`config.mk`:
```
export PLATFORM = sky130hd
export DESIGN_NAME = sdram_cpu_port_flat
export DESIGN_NICKNAME = d
export VERILOG_FILES = /design/src/rtl/sdram_cpu_pkg.sv /design/src/rtl/sdram_cpu_port_if.sv /design/src/rtl/sdram_req_fifo.sv /design/src/rtl/sdram_cpu_port.sv /design/src/flat_wrapper.sv
export SDC_FILE = /design/constraint.sdc
export NUM_CORES = 1
export LEC_CHECK = 0
export BUFFER_PORTS_ARGS = -buffer_cell sky130_fd_sc_hd__buf_2
export CAP_MARGIN = 0
export CORE_ASPECT_RATIO = 0.5
export CORE_MARGIN = 3
export CORE_UTILIZATION = 40
export CTS_CLUSTER_DIAMETER = 80
export DETAILED_ROUTE_END_ITERATION = 8
export PLACE_DENSITY = 0.69
export RECOVER_POWER = 25
export SLEW_MARGIN = 20
export SYNTH_ARGS = -nofsm -noshare
export SYNTH_HDL_FRONTEND = slang
export SYNTH_HIERARCHICAL = 1
export SYNTH_SLANG_ARGS = --single-unit
export TNS_END_PERCENT = 30
```
`constraint.sdc`:
```
create_clock -name clk -period 2.7 [get_ports clk]
set_input_delay 0.81 -clock clk [delete_from_list [all_inputs] [get_ports clk]]
set_output_delay 0.81 -clock clk [all_outputs]
set_load 0.05 [all_outputs]
```
`src/rtl/sdram_cpu_pkg.sv`:
```
// Shared types for the SDRAM channel A CPU front end: request record,
// sequencer states and the read value returned when the controller hangs.
package sdram_cpu_pkg;

    localparam int unsigned REQ_ADDR_W = 21;
    localparam logic [7:0]  TMO_FILL   = 8'hFF;

    typedef struct packed {
        logic                  we;
        logic [REQ_ADDR_W-1:0] addr;
        logic [7:0]            data;
    } req_t;

    typedef enum logic [2:0] {
        S_DRAIN,
        S_IDLE,
        S_ISSUE,
        S_ARM,
        S_WAIT,
        S_DONE
    } state_e;

endpackage

```
`src/rtl/sdram_cpu_port_if.sv`:
```
// CPU request bus plus the RAM_A_* controller port of SDRAM channel A.
// slave is the front end's view; master is the CPU glue / controller side.
interface sdram_cpu_port_if #(
    parameter int unsigned ADDR_W = 21
);
    logic              cpu_req;
    logic              cpu_we;
    logic [ADDR_W-1:0] cpu_addr;
    logic [7:0]        cpu_din;
    logic              cpu_ready;
    logic              cpu_rvalid;
    logic [7:0]        cpu_dout;
    logic              busy;
    logic              tmo_err;
    logic [ADDR_W-1:0] RAM_A_ADDR;
    logic              RAM_A_REQ;
    logic              RAM_A_RD_n;
    logic [7:0]        RAM_A_DI;
    logic [7:0]        RAM_A_DO;
    logic              RAM_A_WAIT;

    modport slave (
        input  cpu_req, cpu_we, cpu_addr, cpu_din, RAM_A_DO, RAM_A_WAIT,
        output cpu_ready, cpu_rvalid, cpu_dout, busy, tmo_err,
               RAM_A_ADDR, RAM_A_REQ, RAM_A_RD_n, RAM_A_DI
    );

    modport master (
        output cpu_req, cpu_we, cpu_addr, cpu_din, RAM_A_DO, RAM_A_WAIT,
        input  cpu_ready, cpu_rvalid, cpu_dout, busy, tmo_err,
               RAM_A_ADDR, RAM_A_REQ, RAM_A_RD_n, RAM_A_DI
    );

endinterface

```
`src/rtl/sdram_req_fifo.sv`:
```
// In-order request queue with a registered read port; the read register
// doubles as the issue register that drives the controller address/data.
module sdram_req_fifo
    import sdram_cpu_pkg::*;
#(
    parameter int unsigned DEPTH = 4
) (
    input  logic clk,
    input  logic reset,
    input  logic push_i,
    input  logic pop_i,
    input  req_t wdata_i,
    output req_t rdata_o,
    output logic full_o,
    output logic empty_o
);
    localparam int unsigned PW      = $clog2(DEPTH);
    localparam logic [PW:0] PTR_ONE = (PW + 1)'(1);

    req_t        mem_q [DEPTH];
    req_t        rdata_q;
    logic [PW:0] wr_q;
    logic [PW:0] rd_q;
    logic        do_push;
    logic        do_pop;

    // Pointers carry one extra wrap bit so full and empty are distinguishable.
    assign empty_o = (wr_q == rd_q);
    assign full_o  = (wr_q[PW] != rd_q[PW]) && (wr_q[PW-1:0] == rd_q[PW-1:0]);
    assign do_push = push_i && !full_o;
    assign do_pop  = pop_i && !empty_o;
    assign rdata_o = rdata_q;

    always_ff @(posedge clk) begin
        if (do_push) begin
            mem_q[wr_q[PW-1:0]] <= wdata_i;
        end
    end

    always_ff @(posedge clk) begin
        if (reset) begin
            wr_q    <= '0;
            rd_q    <= '0;
            rdata_q <= '0;
        end else begin
            if (do_push) begin
                wr_q <= wr_q + PTR_ONE;
            end
            if (do_pop) begin
                rd_q    <= rd_q + PTR_ONE;
                rdata_q <= mem_q[rd_q[PW-1:0]];
            end
        end
    end

endmodule

```
`src/rtl/sdram_cpu_port.sv`:
```
// CPU-side front end for SDRAM channel A: queues byte requests, issues them
// one at a time as RAM_A_REQ pulses and guards each access with a watchdog.
module sdram_cpu_port
    import sdram_cpu_pkg::*;
#(
    parameter int unsigned ADDR_W     = REQ_ADDR_W,
    parameter int unsigned QDEPTH     = 4,
    parameter int unsigned TMO_CYCLES = 255
) (
    input logic             clk,
    input logic             reset,
    sdram_cpu_port_if.slave bus
);
    localparam int unsigned WD_RAW  = $clog2(TMO_CYCLES + 1);
    localparam int unsigned WD_W    = (WD_RAW < 8) ? 8 : WD_RAW;
    localparam logic [WD_W-1:0] WD_LAST = WD_W'(TMO_CYCLES - 1);
    localparam logic [WD_W-1:0] WD_ONE  = WD_W'(1);

    if (ADDR_W != REQ_ADDR_W) begin : g_addr_w_check
        $error("ADDR_W must equal the request record address width");
    end

    state_e          state_q, state_d;
    req_t            push_req;
    req_t            iss;
    logic            full, empty, push, pop;
    logic            timeout;
    logic            rd_out_q;
    logic            rvalid_q;
    logic [7:0]      dout_q;
    logic            tmo_q;
    logic            hit_tmo_q;
    logic [WD_W-1:0] wd_q;

    assign bus.cpu_ready = !full && !rd_out_q && (state_q != S_DRAIN);
    assign push          = bus.cpu_req && bus.cpu_ready;
    assign push_req      = '{we: bus.cpu_we, addr: bus.cpu_addr, data: bus.cpu_din};

    sdram_req_fifo #(.DEPTH(QDEPTH)) u_fifo (
        .clk     (clk),
        .reset   (reset),
        .push_i  (push),
        .pop_i   (pop),
        .wdata_i (push_req),
        .rdata_o (iss),
        .full_o  (full),
        .empty_o (empty)
    );

    // The popped entry stays in the FIFO read register until the next pop,
    // which keeps ADDR/RD_n/DI stable for the whole access.
    assign bus.RAM_A_ADDR = iss.addr;
    assign bus.RAM_A_RD_n = iss.we;
    assign bus.RAM_A_DI   = iss.data;
    assign bus.RAM_A_REQ  = (state_q == S_ISSUE);
    assign bus.cpu_rvalid = rvalid_q;
    assign bus.cpu_dout   = dout_q;
    assign bus.tmo_err    = tmo_q;
    assign bus.busy       = !empty || ((state_q != S_IDLE) && (state_q != S_DRAIN));

    always_comb begin
        state_d = state_q;
        pop     = 1'b0;
        timeout = 1'b0;
        case (state_q)
            S_DRAIN: if (!bus.RAM_A_WAIT) state_d = S_IDLE;
            S_IDLE: begin
                if (!empty) begin
                    pop     = 1'b1;
                    state_d = S_ISSUE;
                end
            end
            S_ISSUE: state_d = S_ARM;
            S_ARM, S_WAIT: begin
                if (!bus.RAM_A_WAIT) begin
                    state_d = S_DONE;
                end else if (wd_q == WD_LAST) begin
                    timeout = 1'b1;
                    state_d = S_DONE;
                end else begin
                    state_d = S_WAIT;
                end
            end
            S_DONE:  state_d = S_IDLE;
            default: state_d = S_DRAIN;
        endcase
    end

    always_ff @(posedge clk) begin
        if (reset) begin
            state_q   <= S_DRAIN;
            rd_out_q  <= 1'b0;
            rvalid_q  <= 1'b0;
            dout_q    <= '0;
            tmo_q     <= 1'b0;
            hit_tmo_q <= 1'b0;
            wd_q      <= '0;
        end else begin
            state_q  <= state_d;
            rvalid_q <= (state_q == S_DONE) && !iss.we;
            if ((state_q == S_DONE) && !iss.we) begin
                dout_q <= hit_tmo_q ? TMO_FILL : bus.RAM_A_DO;
            end
            if (push && !bus.cpu_we) begin
                rd_out_q <= 1'b1;
            end else if (rvalid_q) begin
                rd_out_q <= 1'b0;
            end
            if (state_q == S_ISSUE) begin
                wd_q      <= '0;
                hit_tmo_q <= 1'b0;
            end else if ((state_q == S_ARM) || (state_q == S_WAIT)) begin
                wd_q <= wd_q + WD_ONE;
            end
            if (timeout) begin
                tmo_q     <= 1'b1;
                hit_tmo_q <= 1'b1;
            end
        end
    end

endmodule

```
`src/flat_wrapper.sv`:
```
// flat-port wrapper written by rule: the top's interface ports become plain ports
module sdram_cpu_port_flat import sdram_cpu_pkg::*;
#(
    parameter int unsigned ADDR_W     = REQ_ADDR_W,
    parameter int unsigned QDEPTH     = 4,
    parameter int unsigned TMO_CYCLES = 255
)
  (clk, reset, bus_cpu_req, bus_cpu_we, bus_cpu_addr, bus_cpu_din, bus_RAM_A_DO, bus_RAM_A_WAIT, bus_cpu_ready, bus_cpu_rvalid, bus_cpu_dout, bus_busy, bus_tmo_err, bus_RAM_A_ADDR, bus_RAM_A_REQ, bus_RAM_A_RD_n, bus_RAM_A_DI);
  sdram_cpu_port_if #(.ADDR_W(ADDR_W)) bus_i ();
  input logic clk;
  input logic reset;
  input wire logic [$bits(bus_i.cpu_req)-1:0] bus_cpu_req;
  input wire logic [$bits(bus_i.cpu_we)-1:0] bus_cpu_we;
  input wire logic [$bits(bus_i.cpu_addr)-1:0] bus_cpu_addr;
  input wire logic [$bits(bus_i.cpu_din)-1:0] bus_cpu_din;
  input wire logic [$bits(bus_i.RAM_A_DO)-1:0] bus_RAM_A_DO;
  input wire logic [$bits(bus_i.RAM_A_WAIT)-1:0] bus_RAM_A_WAIT;
  output wire logic [$bits(bus_i.cpu_ready)-1:0] bus_cpu_ready;
  output wire logic [$bits(bus_i.cpu_rvalid)-1:0] bus_cpu_rvalid;
  output wire logic [$bits(bus_i.cpu_dout)-1:0] bus_cpu_dout;
  output wire logic [$bits(bus_i.busy)-1:0] bus_busy;
  output wire logic [$bits(bus_i.tmo_err)-1:0] bus_tmo_err;
  output wire logic [$bits(bus_i.RAM_A_ADDR)-1:0] bus_RAM_A_ADDR;
  output wire logic [$bits(bus_i.RAM_A_REQ)-1:0] bus_RAM_A_REQ;
  output wire logic [$bits(bus_i.RAM_A_RD_n)-1:0] bus_RAM_A_RD_n;
  output wire logic [$bits(bus_i.RAM_A_DI)-1:0] bus_RAM_A_DI;
  assign bus_i.cpu_req = bus_cpu_req;
  assign bus_i.cpu_we = bus_cpu_we;
  assign bus_i.cpu_addr = bus_cpu_addr;
  assign bus_i.cpu_din = bus_cpu_din;
  assign bus_i.RAM_A_DO = bus_RAM_A_DO;
  assign bus_i.RAM_A_WAIT = bus_RAM_A_WAIT;
  assign bus_cpu_ready = bus_i.cpu_ready;
  assign bus_cpu_rvalid = bus_i.cpu_rvalid;
  assign bus_cpu_dout = bus_i.cpu_dout;
  assign bus_busy = bus_i.busy;
  assign bus_tmo_err = bus_i.tmo_err;
  assign bus_RAM_A_ADDR = bus_i.RAM_A_ADDR;
  assign bus_RAM_A_REQ = bus_i.RAM_A_REQ;
  assign bus_RAM_A_RD_n = bus_i.RAM_A_RD_n;
  assign bus_RAM_A_DI = bus_i.RAM_A_DI;
  sdram_cpu_port #(.ADDR_W(ADDR_W), .QDEPTH(QDEPTH), .TMO_CYCLES(TMO_CYCLES)) u_core (.clk(clk), .reset(reset), .bus(bus_i));
endmodule
```
==> results.md, run 1 <==
* Status: complete, no violations
* Total power at 6.21 mW
* Clock Skews at 14.4 ps
* Sink Count at 179
* Worst hold stages at 2
* FF-to-FF setup slack at 340 ps
* Die height at 102 µm
* Mapped Area at 7370 µm²
* Worst slack at placement at 353 ps
* Crit-path cells: or3b_4 > inv_1 > buf_2
* Register area at 4790 µm²
* Worst Hold Class: flop to flop
* Final WL at 13500 µm
* Final setup margin at 140 ps
* Pwr Density at 716 nW/µm²
* Mapped Nets at 527
* DRT Pass-1 Iters at 4
* Yosys reg bits at 179
* Seq/Total Area, Yosys at 64.9%
* Critical path data required time at 1890 ps
* Clock share of power at 39.5%
* FF-to-FF path depth at 8
* Vias at 4050
* Worst Hold Launch: u_core/u_fifo/rdata_o[21]
* Grt total ovfl at 0
* DRT iter0 DRCs at 230
* Avg Cell Area, Syn at 15.4 µm²
* H-tree depth at 4
* Fin area at 8670 µm²
* Min-Delay Endpoint: u_core/u_fifo/rdata_o[21]
* Initial Util at 41.6%
* Sw Share at 26.5%
* Reg2Reg Capture Point: u_core/u_fifo/mem_q[3][15]
* Part of the power in registers at 50.0%
* Path type of the worst setup path: flop to output pin
* Final core utilization at 49.0%
* Routed WL per cell at 16.6 µm
* Async set-or-reset flop fraction in the synthesized netlist at 0%
* Core Rows at 34
* Prevailing post-synth register cell: edfxtp_1
* Worst-Margin Slew at 845 ps
* Vias in the first global route at 4022
* Area of the multi-input gates at 2380 µm²
* Internal power at 4.56 mW
* Max_slew headroom at 43.6%
* CTS clk-pin slew, worst paths at 70 ps
* YS warnings at 6
* Final Setup Violations at 0
* Clock root cell: clkbuf_16
* Placer Congestion at 0.748
* RSZ-0062 raised after global routing: false
* DPL Wire Length at 8670 µm
* Fraction of layout cells with a size suffix above 1 at 26.2%
* Pins Over Slew Limit at 0
* Critical Path Fanout Max at 12
* First-pass GRT wire length at 21700 µm
* Combinational share of power at 10.5%
* Final hold violations at 0
* I/O pin total at 85
* Placed cell count at 778
* Port Buffers at 84
* Synth Instances at 478
* Post-synth EDFFs at 120
* Largest net degree at the start of global routing at 48
* VDD IR max at 0.357 mV
* Placed inst area at 8090 µm²
* Crit path capture type: output pin
* Max-cap violation count at 0
* P_sw at 1.65 mW
* Routed Antenna Nets at 0
* Total CTS buffers at 17
* Min Tclk post-route at 2560 ps
* DRC viols at 0
* Initial antenna violation count at 0
* Post-Layout Cell Count at 811
* CTS tree: built
* Crit path DAT at 1750 ps
* Die ar. at 20200 µm²
* Postcts setup bufs at 0
* Post-synth cell types at 48
* Max incr delay on CP at 500 ps
* Final net count at 613
* Pleak at 3.21 nW
* Core area at 17700 µm²
* Period utilization at 94.8%
* Worst r2r src: u_core/u_fifo/wr_q[1]
* Clock Path Buffers at 2
* Total track usage at 14.1%
* Crit-path slowest cell: dfxtp_1
* Startpoint Class: flop
* Fmax achieved at 0.391 GHz
* Clk Latency, worst-skew pair at 430 ps
* Die W at 198 µm
* Layout area overhead at 17.7%
* # diodes at 0
* # fillers at 1510
* Vias per std cell at 4.99
[sequential cells by signal, indices dropped and copies added, names as in the netlist, 3 cells and up]
signal,flops
u_core/u_fifo/mem_q,120
u_core/wd_q,8
u_core/bus.cpu_dout,8
u_core/u_fifo/rdata_o,30
u_core/u_fifo/wr_q,3
u_core/state_q,3
u_core/u_fifo/rd_q,3
[per-stage QoR]
step | hold slack, ps | TNS [ps]
finish | 475 | 0
global route | 493 | 0
global placement | 456 | 0
floorplan | 471 | -7310
CTS | 476 | 0
detailed placement | 463 | 0
[cell usage after synthesis (all sizes together) (8+ instances only)]
master  instances  share of area (%)
edfxtp        120                 49
nor2           24                1.2
clkbuf         14               0.71
a211oi         14                1.5
or3b            8               0.95
mux4           30                9.2
buf            16                1.5
inv            14               0.71
nand2b         66                5.6
dfxtp          59                 16
mux2i          38                5.2
[layout by cell type (no fill, tap or decap), types with 3 or more instances in the layout]
cell type and instances:
edfxtp_1 120, nand2b_1 66, buf_2 59, dfxtp_1 57, mux2i_1 38, mux4_2 30, clkbuf_1 25, nor2_1 24
clkbuf_16 17, inv_1 14, a211oi_1 13, nand3_1 7, ha_1 7, buf_4 7, nand3b_1 6, or3b_1 5
buf_12 5, inv_8 4, nor2b_1 4, xnor2_1 4, and2_2 4, clkinv_8 3, nand2_1 3, a21oi_1 3
a211o_1 3, xor2_2 3
[worst max path at each step]
stage | start | endpoint | slack [ps] | cells after the start
after detailed placement | u_core/u_fifo/wr_q[1] | u_core/u_fifo/rdata_o[22] | 350 | 8
after global routing | u_core/u_fifo/wr_q[1] | bus_cpu_ready | 20 | 5
after CTS | u_core/state_q[1] | bus_RAM_A_REQ | 30 | 3
after floorplan | u_core/u_fifo/rd_q[0] | u_core/u_fifo/mem_q[0][0] | -60 | 9
after global placement | u_core/u_fifo/wr_q[1] | u_core/u_fifo/mem_q[3][21] | 410 | 8
final | u_core/state_q[1] | bus_RAM_A_REQ | 140 | 3
[routing by layer]
metal | track usage (%) | up-vias | wire [µm]
met2 | 23.1 | 70 | 6450
li1 | - | 1958 | -
met1 | 18.3 | 2013 | 6320
met5 | 0 | - | 0
met3 | 4.05 | 9 | 569
met4 | 4.73 | 0 | 140
[critical path, delay by kind of cell, from the launching register on]
kind                   cells  cell delay, ps
flip-flops                 1             500
AND/OR/NAND/NOR            1             500
buffers and inverters      2             320
[cell type report]
class | count | area share [%]
clock buffer | 17 | 4.91
multi-input combinational | 255 | 27.5
clock inverter | 15 | 2.01
inverter | 14 | 0.606
tap | 234 | 3.38
timing repair buffer | 97 | 6.42
sequential | 179 | 55.2
[power by group through the flow]
| stage | registers, mW | logic [mW] | clock network (mW) |
|---|---|---|---|
| global placement | 3.16 | 0.656 | 0 |
| detailed placement | 3.17 | 0.663 | 0 |
| CTS | 3.10 | 0.666 | 2.51 |
| floorplan | 3.20 | 0.430 | 0 |
| global route | 3.12 | 0.710 | 2.63 |
| finish | 3.10 | 0.653 | 2.45 |
[logic make-up (layout without fill, tap and decap cells)]
logic type               Yosys count  after routing  synth area share [%]
multiplexers                      71             71                  14.8
adder cells (fa/ha/maj)            7              7                  1.19
buffers and inverters             44            143                  2.97
AND/OR/NAND/NOR                  134            134                  10.9
AO/OA/AOI/OAI                     36             36                  4.03
XOR/XNOR                           7              7                  1.14
flip-flops                       179            179                  64.9
[what timing repair did]
action                                 4_1_cts  5_1_grt
setup endpoints to repair                    0        1
hold buffers                                 0        0
gates resized for setup                      0        1
endpoints found under the hold margin        0        0
Power figures use the tool's default switching activity.
==> run 2, diff against run 1 <==
- ABC_AREA: not set -> 1
==> run 2 against run 1 <==
Worst setup slack lost 6.0 ps; first-iteration DRC count rose by 53%; cell area is 6.6% higher; routed wire length up 20%; register-to-register slack barely moved; flip-flop and latch count unchanged; critical endpoint is now bus_cpu_ready; combinational power increased to 3.3 times the previous value; area after synthesis increased by 8.4%; cell count grew 52%; critical path type unchanged.
==> results.md, run 2 <==
* FF-to-FF setup slack at 340 ps (about the same)
* Die ar. at 21800 µm² (+8.0%)
* P_sw at 2.90 mW (+76%)
* Commonest cells after routing, fill and taps aside: nand2_1 (231), inv_1 (178), edfxtp_1 (120)
* Crit path DAT at 1760 ps (about the same)
* Sw Share at 36.4% (+9.9 points)
* Final hold violations at 0 (unchanged)
* FF-to-FF path depth at 10 (+2)
* Final WL at 16200 µm (+20%)
* DR top layer: met5
* Clock Skews at 14.3 ps (-0.159 ps)
* YS warnings at 6 (unchanged)
* Die W at 206 µm (+4.0%)
* # fillers at 1749 (+16%)
* Post-synth EDFFs at 120 (unchanged)
* # diodes at 0 (unchanged)
* RSZ-0062 raised after global routing: false
* Area leader, netlist: edfxtp_1
* Most common cell after layout, fill and taps aside: nand2_1
* Final core utilization at 48.8% (-0.24 points)
* Grt total ovfl at 0 (unchanged)
* Async set-or-reset flop fraction in the synthesized netlist at 0% (unchanged)
* Fmax achieved at 0.390 GHz (-0.23%)
* Routed Antenna Nets at 0 (unchanged)
* Seq/Total Area, Yosys at 59.9% (-5.0 points)
* Placer Congestion at 0.785 (+5.0%)
* Total track usage at 15.5% (+1.4 points)
* Most frequent cell after synthesis: nand2_1
* Postcts setup bufs at 0 (unchanged)
* Status: complete, no violations
* Core Rows at 35 (+2.9%)
* Clk Latency, worst-skew pair at 420 ps (about the same)
* Layout area overhead at 15.8%
* Internal power at 5.08 mW (+11%)
* Mapped Area at 7990 µm² (+8.4%)
* Pleak at 4.18 nW (+30%)
* Prevailing post-synth register cell: edfxtp_1
* Worst-Margin Slew at 791 ps (-53.9 ps)
* Final net count at 1009 (+65%)
* Yosys reg bits at 179 (unchanged)
* Metal-1 WL at 7490 µm (+19%)
* Top cell type's share of synthesized area at 45.1% (-3.8 points)
* Total power at 7.98 mW (+29%)
* Routed WL per cell at 13.2 µm (-21%)
* Worst Hold Class: flop to flop
* Post-synth cell types at 35 (-27%)
* Clock root cell: clkbuf_16
* Post-CTS Hold Fix Bufs at 0 (unchanged)
* DRC viols at 0 (unchanged)
* Part of the power in registers at 41.9% (-8.1 points)
* Vias per std cell at 4.66 (-6.8%)
* Startpoint Class: flop
* Port Buffers at 84 (unchanged)
* CP Capture Point: bus_cpu_ready
* Combinational share of power at 27.2% (+17 points)
* I/O pin total at 85 (unchanged)
* Min Tclk post-route at 2570 ps (+5.99 ps)
* Core area at 19000 µm² (+7.1%)
* Clock share of power at 30.8% (-8.7 points)
* CTS tree: built
* Routed length on met3 at 554 µm (-2.6%)
* Max reg flops at 120 (unchanged)
* Fraction of layout cells with a size suffix above 1 at 15.6% (-11 points)
* Reg2Reg Capture Point: u_core/u_fifo/mem_q[1][26]
* Crit path capture type: output pin
* Vias in the first global route at 5674 (+41%)
* Largest net degree at the start of global routing at 67 (+40%)
* Mapped Nets at 928 (+76%)
* CP Launch Point: u_core/u_fifo/wr_q[1]
* Post-synth top cells: nand2_1 (231), inv_1 (178), edfxtp_1 (120)
* Path type of the worst setup path: flop to output pin
* Avg Cell Area, Syn at 9.08 µm² (-41%)
* Vias at 5735 (+42%)
* Critical Path Fanout Max at 9 (-3)
* Met2 routed WL at 7920 µm (+23%)
* Period utilization at 95.0% (+0.22 points)
* CTS clk-pin slew, worst paths at 70 ps (about the same)
* DRT Pass-1 Iters at 5 (+1)
* Pins Over Slew Limit at 0 (unchanged)
* Max_slew headroom at 47.2% (+3.6 points)
* First-pass GRT wire length at 27000 µm (+25%)
* Clock Path Buffers at 2 (unchanged)
* Final Setup Violations at 0 (unchanged)
* Critical path data required time at 1890 ps (about the same)
* Worst r2r src: u_core/u_fifo/wr_q[1]
* Sink Count at 179 (unchanged)
* Max-cap violation count at 0 (unchanged)
* Initial Util at 42.1% (+0.48 points)
* DRT iter0 DRCs at 353 (+53%)
* Pwr Density at 863 nW/µm² (+21%)
* Initial antenna violation count at 1 (+1)
* VDD IR max at 0.563 mV (+58%)
* Synth Instances at 879 (+84%)
* Total CTS buffers at 17 (unchanged)
* Top post-synthesis cells by area: edfxtp_1 (45%), dfxtp_1 (15%), nand2_1 (11%), inv_1 (8.4%), nand3_1 (6.1%)
* H-tree depth at 4 (unchanged)
* DPL Wire Length at 10300 µm (+19%)
* Die height at 106 µm (+3.9%)
==> run 2: power groups by stage <==
stage | combinational (mW) | clock [mW] | sequential [mW]
floorplan | 1.61 | 0 | 3.60
global placement | 2.14 | 0 | 3.39
detailed placement | 2.17 | 0 | 3.41
CTS | 2.19 | 2.51 | 3.34
global route | 2.41 | 2.63 | 3.37
finish | 2.17 | 2.46 | 3.34
==> run 2: final cells by class <==
| type | count | area [µm²] | area share, % |
|---|---|---|---|
| flip-flops and latches | 179 | 4790 | 51.8 |
| clock buffers | 18 | 439 | 4.75 |
| clock inverters | 14 | 160 | 1.73 |
| multi-input cells | 477 | 2290 | 24.8 |
| inverters | 184 | 696 | 7.52 |
| repair buffers | 101 | 544 | 5.89 |
| well taps | 259 | 324 | 3.51 |
==> run 2: metal layers <==
metal | track usage [%] | vias up
met1 | 19.3 | 2696
met5 | 0 | -
met4 | 5.37 | 2
li1 | - | 2916
met2 | 27.0 | 94
met3 | 2.97 | 27
==> run 2: cells by family (layout without fill, tap and decap cells) <==
kind of cell               Yosys count  in the layout  synth area share [%]
xor gates and xnor gates             2              2                 0.454
adders and majority gates            7              7                  1.10
buffers and inverters              223            317                  11.7
and+or+nand+nor                    396            396                  21.3
DFF                                179            179                  59.9
AOI/OAI and AO/OA                   72             72                  5.48
==> run 2: per-stage QoR <==
step,setup TNS (ps),cells,hold slack [ps],area (µm²),worst slack (ps)
2_1_floorplan,-25170,879,446,7990,-280
3_3_place_gp,0,1200,439,8670,409
3_5_place_dp,0,1200,443,8670,307
4_1_cts,0,1232,455,9270,50.8
5_1_grt,0,1232,480,9250,14.9
6_report,0,1232,453,9250,134
==> run 2: worst min path at each step <==
stage	slack [ps]	startpoint	end	depth (start not counted)
2_1_floorplan	450	u_core/rd_out_q	u_core/rd_out_q	2
6_report	450	u_core/bus.tmo_err	u_core/bus.tmo_err	2
3_5_place_dp	440	u_core/bus.tmo_err	u_core/bus.tmo_err	2
4_1_cts	450	u_core/bus.tmo_err	u_core/bus.tmo_err	2
3_3_place_gp	440	u_core/bus.tmo_err	u_core/bus.tmo_err	2
5_1_grt	480	u_core/bus.cpu_dout[1]	u_core/bus.cpu_dout[1]	2
==> run 2: worst max-delay path, stage by stage, from the launching register on <==
cell,delay (ps)
dfxtp_2,380
inv_1,90
nand2_1,80
nand2_1,100
nand3_2,190
inv_1,50
nor2_1,100
and2_1,150
buf_4,190
==> run 2: repair_timing <==
item	CTS	global route
setup endpoints to repair	1	1
endpoints found under the hold margin	0	0
cloned	0	0
gates resized for setup	1	2
==> run 3, diff against run 2 <==
- CORE_ASPECT_RATIO: 0.5 -> 1.5
- CORE_UTILIZATION: 40 -> 53
- CTS_CLUSTER_DIAMETER: 80 -> 100
- PLACE_DENSITY: 0.69 -> 0.85
==> run 3 against run 2 <==
Sequential share of layout area increased by 0.24 points; utilization up 14 points; die area down 24%; clock skew fell by 5.8 ps; largest cell class unchanged; register-to-register slack improved by 120 ps.
==> results.md, run 3 (synthesis results as in run 2) <==
* Worst Hold Class: flop to flop
* H-tree depth at 4 (unchanged)
* Metal-1 WL at 6380 µm (-15%)
* Post-CTS Hold Fix Bufs at 0 (unchanged)
* Total CTS buffers at 17 (unchanged)
* Sw Share at 34.5% (-1.9 points)
* Fraction of layout cells with a size suffix above 1 at 15.5% (-0.087 points)
* CTS clk-pin slew, worst paths at 70 ps (about the same)
* Critical path data required time at 1890 ps (about the same)
* Worst-Margin Slew at 792 ps (+0.664 ps)
* Max reg flops at 120 (unchanged)
* Clock share of power at 31.3% (+0.5 points)
* Area of the multi-input gates at 2290 µm² (unchanged)
* Commonest cells after routing, fill and taps aside: nand2_1 (231), inv_1 (178), edfxtp_1 (120)
* Final Setup Violations at 0 (unchanged)
* DR top layer: met4
* Total track usage at 20.2% (+4.8 points)
* DRT Pass-1 Iters at 5 (unchanged)
* Die W at 106 µm (-48%)
* Total power at 8.08 mW (+1.3%)
* Most common cell after layout, fill and taps aside: nand2_1
* DRT iter0 DRCs at 468 (+33%)
* Startpoint Class: flop
* VDD IR max at 0.694 mV (+23%)
* Critical Path Fanout Max at 5 (-4)
* Met2 routed WL at 8900 µm (+12%)
* Clock root cell: clkbuf_16
* Max-cap violation count at 0 (unchanged)
* Pleak at 4.20 nW (+0.36%)
* Combinational share of power at 27.2% (about the same)
* Final hold violations at 0 (unchanged)
* Postcts setup bufs at 0 (unchanged)
* First-pass GRT wire length at 26900 µm (-0.72%)
* Initial Util at 54.5% (+12 points)
* Final WL at 16400 µm (+1.0%)
* Layout area overhead at 15.2%
* # diodes at 0 (unchanged)
* Routed Antenna Nets at 0 (unchanged)
* Final setup margin at 133 ps (-1.49 ps)
* RSZ-0062 raised after global routing: false
* Routed WL per cell at 14.0 µm (+6.6%)
* Crit path capture type: output pin
* Die ar. at 16600 µm² (-24%)
* Min Tclk post-route at 2570 ps (+1.49 ps)
* Period utilization at 95.1% (about the same)
* Core area at 14700 µm² (-23%)
* # fillers at 1077 (-38%)
* Port Buffers at 84 (unchanged)
* Sink Count at 179 (unchanged)
* Vias in the first global route at 5814 (+2.5%)
* Fmax achieved at 0.390 GHz (about the same)
* Grt total ovfl at 0 (unchanged)
* Internal power at 5.29 mW (+4.3%)
* Placer Congestion at 0.866 (+10%)
* Initial antenna violation count at 0 (-1)
* Crit path DAT at 1760 ps (about the same)
* Die height at 156 µm (+48%)
* Routed length on met3 at 688 µm (+24%)
* Part of the power in registers at 41.4% (-0.5 points)
* DRC viols at 0 (unchanged)
* Clk Latency, worst-skew pair at 420 ps (about the same)
* Core Rows at 54 (+54%)
* Max_slew headroom at 47.2% (about the same)
* I/O pin total at 85 (unchanged)
* Setup TNS at 0 ps (unchanged)
* Vias at 5870 (+2.4%)
* Pwr Density at 879 nW/µm² (+1.8%)
* Largest net degree at the start of global routing at 67 (unchanged)
* Vias per std cell at 5.03 (+8.0%)
* CTS tree: built
* Clock Skews at 8.52 ps (-5.77 ps)
* Hold WS at 459 ps (+5.72 ps)
* Path type of the worst setup path: flop to output pin
* Final core utilization at 62.7% (+14 points)
* Clock Path Buffers at 2 (unchanged)
* Pins Over Slew Limit at 0 (unchanged)
* Register area at 4790 µm² (about the same)
* Status: complete, no violations
* Worst slack at placement at 493 ps (+186 ps)
* Final net count at 1008 (-0.099%)
* P_sw at 2.79 mW (-3.9%)
* DPL Wire Length at 10000 µm (-2.8%)
run 3: cell count changes in the layout (fill, tap and decap cells not counted), moves of 2 or more:
cell	previous run	this run
inv_8	6	1
buf_4	16	13
buf_2	58	60
clkinv_8	3	0
clkbuf_16	17	20
run 3: power by group through the flow:
| stage | clock (mW) | sequential, mW | combinational [mW] |
|---|---|---|---|
| detailed placement | 0 | 3.40 | 2.18 |
| floorplan | 0 | 3.60 | 1.61 |
| finish | 2.53 | 3.35 | 2.20 |
| CTS | 2.57 | 3.35 | 2.21 |
| global route | 2.66 | 3.38 | 2.43 |
| global placement | 0 | 3.39 | 2.13 |
run 3: area by class of cell:
cell class / count / area share (%)
inverters: 184 / 7.56
well taps: 196 / 2.67
repair buffers: 100 / 6.00
flip-flops and latches: 179 / 52.0
multi-input cells: 477 / 24.9
clock inverters: 10 / 1.18
clock buffers: 22 / 5.63
run 3: what timing repair did:
| action | CTS | global route |
|---|---|---|
| endpoints found under the hold margin | 0 | 0 |
| gates resized for setup | 0 | 2 |
| setup endpoints to repair | 0 | 1 |
run 3: layer usage:
metal	track usage (%)	up-vias
met1	23.8	2722
met4	9.69	0
met3	3.30	43
li1	-	2912
met5	0	-
met2	35.8	193
run 3: metrics by stage:
stage | area [µm²] | instances
5_1_grt | 9200 | 1168
3_5_place_dp | 8600 | 1136
6_report | 9200 | 1168
4_1_cts | 9230 | 1168
3_3_place_gp | 8600 | 1136
2_1_floorplan | 7990 | 879
run 3: path summary, 6_finish.rpt:
path,startpoint,to,slack [ps],cells after the start
max,u_core/u_fifo/wr_q[1],bus_cpu_ready,130,8
min reg2reg,u_core/bus.cpu_dout[5],u_core/bus.cpu_dout[5],460,2
min,u_core/bus.cpu_dout[5],u_core/bus.cpu_dout[5],460,2
max reg2reg,u_core/u_fifo/wr_q[1],u_core/u_fifo/mem_q[1][18],460,10
run 3: worst max-delay path: stages (launching register included):
cell and delay [ps]:
dfxtp_1 400, inv_1 120, nand2_1 100, nand2_1 120, nand3_2 110, inv_1 40, nor2_1 90, and2_1 130
clkbuf_4 230
